**config.mk**
```make
export PLATFORM = sky130hd
export DESIGN_NAME = credential_step_ctrl
export DESIGN_NICKNAME = d
export VERILOG_FILES = /design/src/rtl/credential_step_ctrl.sv
export SDC_FILE = /design/constraint.sdc
export NUM_CORES = 1
export LEC_CHECK = 0
export CAP_MARGIN = 5
export CORE_MARGIN = 2
export CORE_UTILIZATION = 48
export CTS_CLUSTER_DIAMETER = 100
export DETAILED_ROUTE_END_ITERATION = 12
export PLACE_DENSITY = 0.84
export SETUP_SLACK_MARGIN = 0.02
export SKIP_CTS_REPAIR_TIMING = 1
export SYNTH_ARGS = -nofsm -noshare
export SYNTH_HDL_FRONTEND = slang
export SYNTH_SLANG_ARGS = --single-unit
export TNS_END_PERCENT = 30
```
**constraint.sdc**
```tcl
create_clock -name iClk -period 2.4 [get_ports iClk]
set_input_delay 0.24 -clock iClk [delete_from_list [all_inputs] [get_ports iClk]]
set_output_delay 0.24 -clock iClk [all_outputs]
set_load 0.01 [all_outputs]
```
**src/rtl/credential_step_ctrl.sv**
```systemverilog
// credential_step_ctrl: compares the switch input against a loadable
// credential through an external ALU, then steps a counter up or down
// (wrapping or saturating) through the same ALU. A round is started with
// iEn and finished with a one-cycle oValid pulse; oBusy covers the round.
module credential_step_ctrl #(
    parameter int unsigned      WIDTH      = 4,
    parameter logic [WIDTH-1:0] CREDENTIAL = WIDTH'(2),
    parameter int unsigned      STEP       = 1,
    parameter bit               WRAP_MODE  = 1'b1,
    parameter int unsigned      ALU_LAT    = 1,
    parameter logic [3:0]       OP_SUB     = 4'b0000,
    parameter logic [3:0]       OP_ADD     = 4'b1100
) (
    input  logic             iClk,
    input  logic             iRst_n,
    input  logic             iEn,
    input  logic [WIDTH-1:0] iID,
    input  logic             iCredLoad,
    input  logic [WIDTH-1:0] iCredVal,
    input  logic [WIDTH-1:0] iAluResult,
    input  logic [4:0]       iAluFlags,
    output logic [WIDTH-1:0] oAluA,
    output logic [WIDTH-1:0] oAluB,
    output logic [3:0]       oOpcode,
    output logic [WIDTH-1:0] oCount,
    output logic             oMatch,
    output logic             oValid,
    output logic             oBusy
);

    // Latency counter is wide enough to hold ALU_LAT-1; one bit minimum.
    localparam int unsigned      LAT_W    = (ALU_LAT > 1) ? $clog2(ALU_LAT) : 1;
    localparam logic [LAT_W-1:0] LAT_LAST = LAT_W'(ALU_LAT - 1);
    localparam logic [WIDTH-1:0] STEP_W   = WIDTH'(STEP);
    localparam logic [WIDTH-1:0] MAX_W    = '1;
    localparam logic [WIDTH-1:0] UP_LIMIT = MAX_W - STEP_W;

    typedef enum logic [2:0] {
        S_IDLE,
        S_CMP,
        S_DECIDE,
        S_STEP,
        S_COMMIT
    } stateE;

    stateE            state_q;
    logic [LAT_W-1:0] latCnt_q;
    logic [WIDTH-1:0] credential_q;
    logic [WIDTH-1:0] aluA_q;
    logic [WIDTH-1:0] aluB_q;
    logic [3:0]       opcode_q;
    logic [WIDTH-1:0] count_q;
    logic             match_q;
    logic             valid_q;
    logic             busy_q;
    logic             zero_q;
    logic             neg_q;
    logic             dirUp_q;
    logic [WIDTH-1:0] countStep_d;

    // Only the zero and borrow flags steer the FSM; the rest are ignored.
    logic unusedFlags;
    assign unusedFlags = ^{iAluFlags[4:3], iAluFlags[1]};

    // Next count value; saturation is judged from the pre-step count still
    // held on operand A, so it does not depend on ALU carry semantics.
    always_comb begin
        countStep_d = iAluResult;
        if (!WRAP_MODE) begin
            if (dirUp_q) begin
                if (aluA_q > UP_LIMIT) begin
                    countStep_d = MAX_W;
                end
            end else if (aluA_q < STEP_W) begin
                countStep_d = '0;
            end
        end
    end

    // Round sequencer: every output is a register updated here.
    always_ff @(posedge iClk or negedge iRst_n) begin
        if (!iRst_n) begin
            state_q      <= S_IDLE;
            latCnt_q     <= '0;
            credential_q <= CREDENTIAL;
            aluA_q       <= '0;
            aluB_q       <= '0;
            opcode_q     <= OP_SUB;
            count_q      <= '0;
            match_q      <= 1'b0;
            valid_q      <= 1'b0;
            busy_q       <= 1'b0;
            zero_q       <= 1'b0;
            neg_q        <= 1'b0;
            dirUp_q      <= 1'b0;
        end else begin
            valid_q <= 1'b0;
            case (state_q)
                S_IDLE: begin
                    if (iCredLoad) begin
                        credential_q <= iCredVal;
                    end else if (iEn) begin
                        aluA_q   <= iID;
                        aluB_q   <= credential_q;
                        opcode_q <= OP_SUB;
                        latCnt_q <= '0;
                        busy_q   <= 1'b1;
                        state_q  <= S_CMP;
                    end
                end
                S_CMP: begin
                    if (latCnt_q == LAT_LAST) begin
                        zero_q  <= iAluFlags[0];
                        neg_q   <= iAluFlags[2];
                        state_q <= S_DECIDE;
                    end else begin
                        latCnt_q <= latCnt_q + LAT_W'(1);
                    end
                end
                S_DECIDE: begin
                    // Zero wins over borrow, so the illegal Z&N case is a match.
                    if (zero_q) begin
                        match_q <= 1'b1;
                        valid_q <= 1'b1;
                        busy_q  <= 1'b0;
                        state_q <= S_IDLE;
                    end else begin
                        aluA_q   <= count_q;
                        aluB_q   <= STEP_W;
                        opcode_q <= neg_q ? OP_SUB : OP_ADD;
                        dirUp_q  <= !neg_q;
                        latCnt_q <= '0;
                        state_q  <= S_STEP;
                    end
                end
                S_STEP: begin
                    if (latCnt_q == LAT_LAST) begin
                        count_q <= countStep_d;
                        match_q <= 1'b0;
                        valid_q <= 1'b1;
                        state_q <= S_COMMIT;
                    end else begin
                        latCnt_q <= latCnt_q + LAT_W'(1);
                    end
                end
                S_COMMIT: begin
                    busy_q  <= 1'b0;
                    state_q <= S_IDLE;
                end
                default: begin
                    busy_q  <= 1'b0;
                    state_q <= S_IDLE;
                end
            endcase
        end
    end

    assign oAluA   = aluA_q;
    assign oAluB   = aluB_q;
    assign oOpcode = opcode_q;
    assign oCount  = count_q;
    assign oMatch  = match_q;
    assign oValid  = valid_q;
    assign oBusy   = busy_q;

endmodule

```
==> After elaboration in Yosys (flattened, before gate mapping) <==
Index checks and enable logic that the tools add are counted.
{ "word_totals": {"ff_bits": 29, "word_cells": 71} }
{ "op_classes": {"addsub": 1, "n_eq_ne": 9, "mux": 34, "n_bitwise": 2, "n_reduce_logical": 13} }
{ "op_table": {"columns": ["cell", "count"], "rows": [
  ["2-to-1 mux 4 bit", 10],
  ["one-hot mux 4 bit (2 select lines)", 3],
  ["AND reduction 4 bit", 4],
  ["2-to-1 mux 3 bit", 4],
  ["inequality test 2 bit, second input constant", 6],
  ["one-hot mux 3 bit (4 select lines)", 1],
  ["2-to-1 mux 1 bit", 11],
  ["equality test 3 x 2 -> 1 bit, second input constant", 2],
  ["one-hot mux 1 bit (3 select lines)", 2],
  ["AND reduction 2 bit", 3],
  ["one-hot mux 1 bit (2 select lines)", 2],
  ["nonzero test 2 bit", 2],
  ["equality test 3 x 1 -> 1 bit, second input constant", 1],
  ["logical NOT 3 bit", 1],
  ["AND reduction 3 bit", 1],
  ["nonzero test 3 bit", 1],
  ["2-to-1 mux 2 bit", 1],
  ["NOT 1 bit", 2],
  ["OR reduction 2 bit", 1],
  ["adder 1 bit, second input constant", 1]
]} }

==> Longest topological paths before layout <==
{ "logic_depth": {"depth_word": 4, "depth_mapped": 4, "ltp_nobuf": 3} }

==> Least setup slack after synthesis <==
No wires, ideal clock.
{ "synth_timing": {"kind": "flip-flop to flip-flop", "from": "reg state_q[0]", "to": "reg credential_q[0]", "arrival_time_ps": 1195, "required_time_ps": 2275, "path_slack_ps": 1080, "path_stages_with_launch": 4, "path_buffers": 1, "cell_sequence": "dfrtp_1 buf_6 nor4b_4 mux2_2"} }
{ "synth_via": {"elab_chain_len": 2} }
{ "synth_rtl": {"columns": ["element", "line_no", "source"], "rows": [
  ["start: declaration", "46", "stateE state_q;"],
  ["start signal: assignment", "83", "state_q <= S_IDLE;"],
  ["start signal: assignment", "108", "state_q <= S_CMP;"],
  ["start signal: assignment", "115", "state_q <= S_DECIDE;"],
  ["logical NOT 3 bit", "98", "case (state_q)"],
  ["AND reduction 2 bit (no line)", null, null],
  ["end signal: assignment", "101", "credential_q <= iCredVal;"],
  ["end: declaration", "48", "logic [WIDTH-1:0] credential_q;"]
]} }
Every way passes these cells.
A chain may end at the register's enable or synchronous reset.

==> Worst setup path after layout <==
{ "layout_timing": {"from": "reg state_q[1]", "to": "reg aluA_q[2] (netlist: oAluA[2])"} }
{ "layout_via": {"elab_chain_len": 3, "elab_cells_between_ends": 8} }
{ "layout_rtl": {"columns": ["element", "line_no", "source"], "rows": [
  ["equality test 3 x 2 -> 1 bit / logical NOT 3 bit (equally long branches)", "98", null],
  ["inequality test 2 bit (no line) / nonzero test 2 bit (equally long branches)", null, null],
  ["AND reduction 4 bit (no line)", null, null],
  ["end signal: assignment", "103", "aluA_q <= iID;"],
  ["end signal: assignment", "128", "aluA_q <= count_q;"],
  ["end: declaration", "49", "logic [WIDTH-1:0] aluA_q;"]
]} }
Parallel ways exist; a longest one is shown, timed or not.

==> metrics.md <==
| Metric | Value |
|---|---|
| Synth Instances | 92 |
| Clock Power Share | 0.100 |
| Peak fanout along the critical path | 20 |
| Sw Pwr | 0.000659 W |
| Commonest non-fill, non-tap cell in the layout | clkdlybuf4s50_1 |
| DIE HEIGHT | 53.4 µm |
| Setup ws final | 0.701 ns |
| Clock sinks | 25 |
| Max Cap Viol | 0 |
| Mapped cell area | 1170 µm² |
| Startpoint Class | register |
| Worst rel slew slack | 0.539 |
| CP cell instances | nor2b_1, o21a_2, mux2_2 |
| Root buf cell | clkbuf_4 |
| Number of global-route vias before repair | 875 |
| Sequential power share | 0.445 |
| Die area | 2860 µm² |
| Routed len/inst | 15.2 µm |
| Worst EP arrival | 1.91 ns |
| Clock tree from TritonCTS | built |
| Slowest cell on crit path | dfrtp_1 |
| H-tree Lvls | 1 |
| CP endpoint kind | register |
| RSZ-0062 raised after global routing | false |
| GP Congestion | 0.632 |
| Number of distinct library cells after synthesis | 27 |
| Clk pin slew, worst setup/hold paths | 0.14 ns |
| Min-Delay Path Class | in -> async |
| Pin count of the biggest net entering global routing | 26 |
| Core Area | 2250 µm² |
| CTS max path bufs | 2 |
| Max Clk Rate | 0.589 GHz |
| Initial Util | 0.521 |
| Cts bufs inserted | 3 |
| Dpl hpwl | 1690 µm |
| Yosys top cell by area | dfrtp_1 |
| Setup_tns | 0 ns |
| Share of layout cells above drive strength 1 | 0.232 |
| Top-area cell type share of the netlist area | 0.512 |
| Vias | 837 |
| Sequential area share after synthesis | 0.534 |
| DRT Pass-1 Iters | 4 |
| Worst-Margin Slew | 0.692 ns |
| Final Max Tran Viols | 0 |
| Crit path required time | 2.61 ns |
| Synth-to-layout area growth | 30.1% |
| Routed wire length | 2320 µm |
| Vias per cell | 5.47 |
| Most frequent cells in the layout | 34 x clkdlybuf4s50_1, 24 x dfrtp_1, 18 x mux2_2 |
| Final Hold Vio Count | 0 |
| Clock Latency Late Sink | 0.31 ns |
| Antenna violations before repair | 0 |
| Width of the die | 53.4 µm |
| Total power | 0.00189 W |
| Gr ovfl total | 0 |
| Net Sw Frac | 0.349 |
| Tmin final | 1.70 ns |
| Worst Skew | 0.00299 ns |
| Int Pwr | 0.00123 W |
| Cell leakage power | 0.648 nW |
| Overall Global Routing Usage | 0.185 |
| Final setup violation count | 0 |
| Syn avg cell area | 12.8 µm² |
| CP Class | reg -> reg |
| Antenna cells | 0 |
| Power density cells | 1240 nW/µm² |
| Row Count | 17 |
| DP Worst Slack | 0.695 ns |
| I/O Pins | 40 |
| Synth Register Bits | 25 |
| DRC Markers | 0 |
| Global-route wire length before repair | 3870 µm |
| Final net count | 147 |
| Comb pwr share | 0.455 |
| Status | finished, final reports clean |
| Maximum vdd drop | 0.668 mV |
| Yosys Warn Count | 0 |
| Critical Path Max Stage Delay | 0.81 ns |
| Fin crit share | 0.708 |
| Synth area leaders | dfrtp_1 51%, mux2_2 17%, nor4b_4 4.1%, buf_6 2.9%, dfstp_2 2.2% |
| Starting DRT DRC Count | 10 |
| Routed Antenna Nets | 0 |
| Fillers | 188 |
| Port buffer count | 34 |
## synth_stat cells
| master | count |
|---|---|
| dfrtp_1 | 24 |
| buf_4 | 3 |
| mux2i_1 | 1 |
| buf_2 | 1 |
| nand2b_1 | 1 |
| conb_1 | 1 |
| a22oi_1 | 3 |
| inv_1 | 3 |
| nor3b_1 | 1 |
| buf_6 | 3 |
| nor2_1 | 5 |
| a211o_1 | 1 |
| nand2_2 | 1 |
| o21ai_0 | 4 |
| a22o_1 | 2 |
| nor2b_1 | 4 |
| a21o_1 | 1 |
| a21oi_1 | 3 |
| dfstp_2 | 1 |
| nor3_1 | 2 |
| a211oi_1 | 1 |
| nor4b_4 | 2 |
| o21a_2 | 1 |
| and2b_2 | 1 |
| mux2_2 | 18 |
| a311oi_1 | 1 |
| nand2_1 | 3 |
## cells by family after synthesis
| family | Yosys count | synth area share |
|---|---|---|
| muxes | 19 | 0.181 |
| buffers and inverters | 10 | 0.0618 |
| other | 1 | 0.00320 |
| AOI/OAI and AO/OA | 17 | 0.0992 |
| and+or+nand+nor | 20 | 0.120 |
| DFF | 25 | 0.534 |
## per-stage QoR
step / area (µm²) / hold WS (ns) / util / cells
6_report: 1530 / 0.271 / 0.677 / 153
5_1_grt: 1530 / 0.299 / 0.677 / 153
3_5_place_dp: 1500 / 0.500 / 0.665 / 149
3_3_place_gp: 1500 / 0.491 / 0.665 / 149
4_1_cts: 1530 / 0.280 / 0.677 / 153
2_1_floorplan: 1180 / -0.0556 / - / 93
## sequential cells by signal, summed over array words and instances (netlist names), 3 cells and up
register and count:
oAluA 4, state_q 3, oAluB 4, credential_q 4, oCount 4
## area by class of cell
class                           instances  area, µm²  area share
Clock buffer                            3       22.5      0.0148
Clock inverter                          1       5.00     0.00328
Inverter                                3       11.3     0.00738
Multi-Input combinational cell         58        478       0.313
Sequential cell                        25        627       0.411
Tap cell                               28       35.0      0.0230
Timing Repair Buffer                   35        348       0.228
## layer usage
| layer | up-vias | global-route usage | share of wire |
|---|---|---|---|
| li1 | 380 | - | - |
| met1 | 424 | 0.225 | 0.42 |
| met2 | 29 | 0.327 | 0.51 |
| met3 | 4 | 0.0282 | 0.056 |
| met4 | 0 | 0.0641 | 0.013 |
| met5 | - | 0 | 0 |
## final timing paths
check                                    from               to  slack (ns)  depth (start not counted)
max in group asynchronous              iRst_n  credential_q[1]        1.84                          2
min in group iClk               iAluResult[3]        oCount[3]        0.52                          2
worst max register to register     state_q[1]         oAluA[2]        0.70                          3
worst max-delay path               state_q[1]         oAluA[2]        0.70                          3
worst min-delay path                   iRst_n         oAluB[1]        0.27                          2
worst min register to register       oAluA[1]         oAluA[1]        0.53                          1
## power by group through the flow
stage / sequential [W] / clock [W] / combinational [W]
after floorplan: 0.000807 / 0 / 0.000542
after global placement: 0.000832 / 0 / 0.000834
after detailed placement: 0.000850 / 0 / 0.000864
after CTS: 0.000842 / 0.000196 / 0.000868
after global routing: 0.000875 / 0.000212 / 0.000934
final: 0.000840 / 0.000189 / 0.000858
## worst max-delay path, delay by kind of cell (launching register included)
family             cells  cell delay, ns
muxes                  1            0.35
AOI/OAI and AO/OA      1            0.22
DFF                    1            0.81
and+or+nand+nor        1            0.22
No activity file was read; power rests on OpenSTA's default activity.
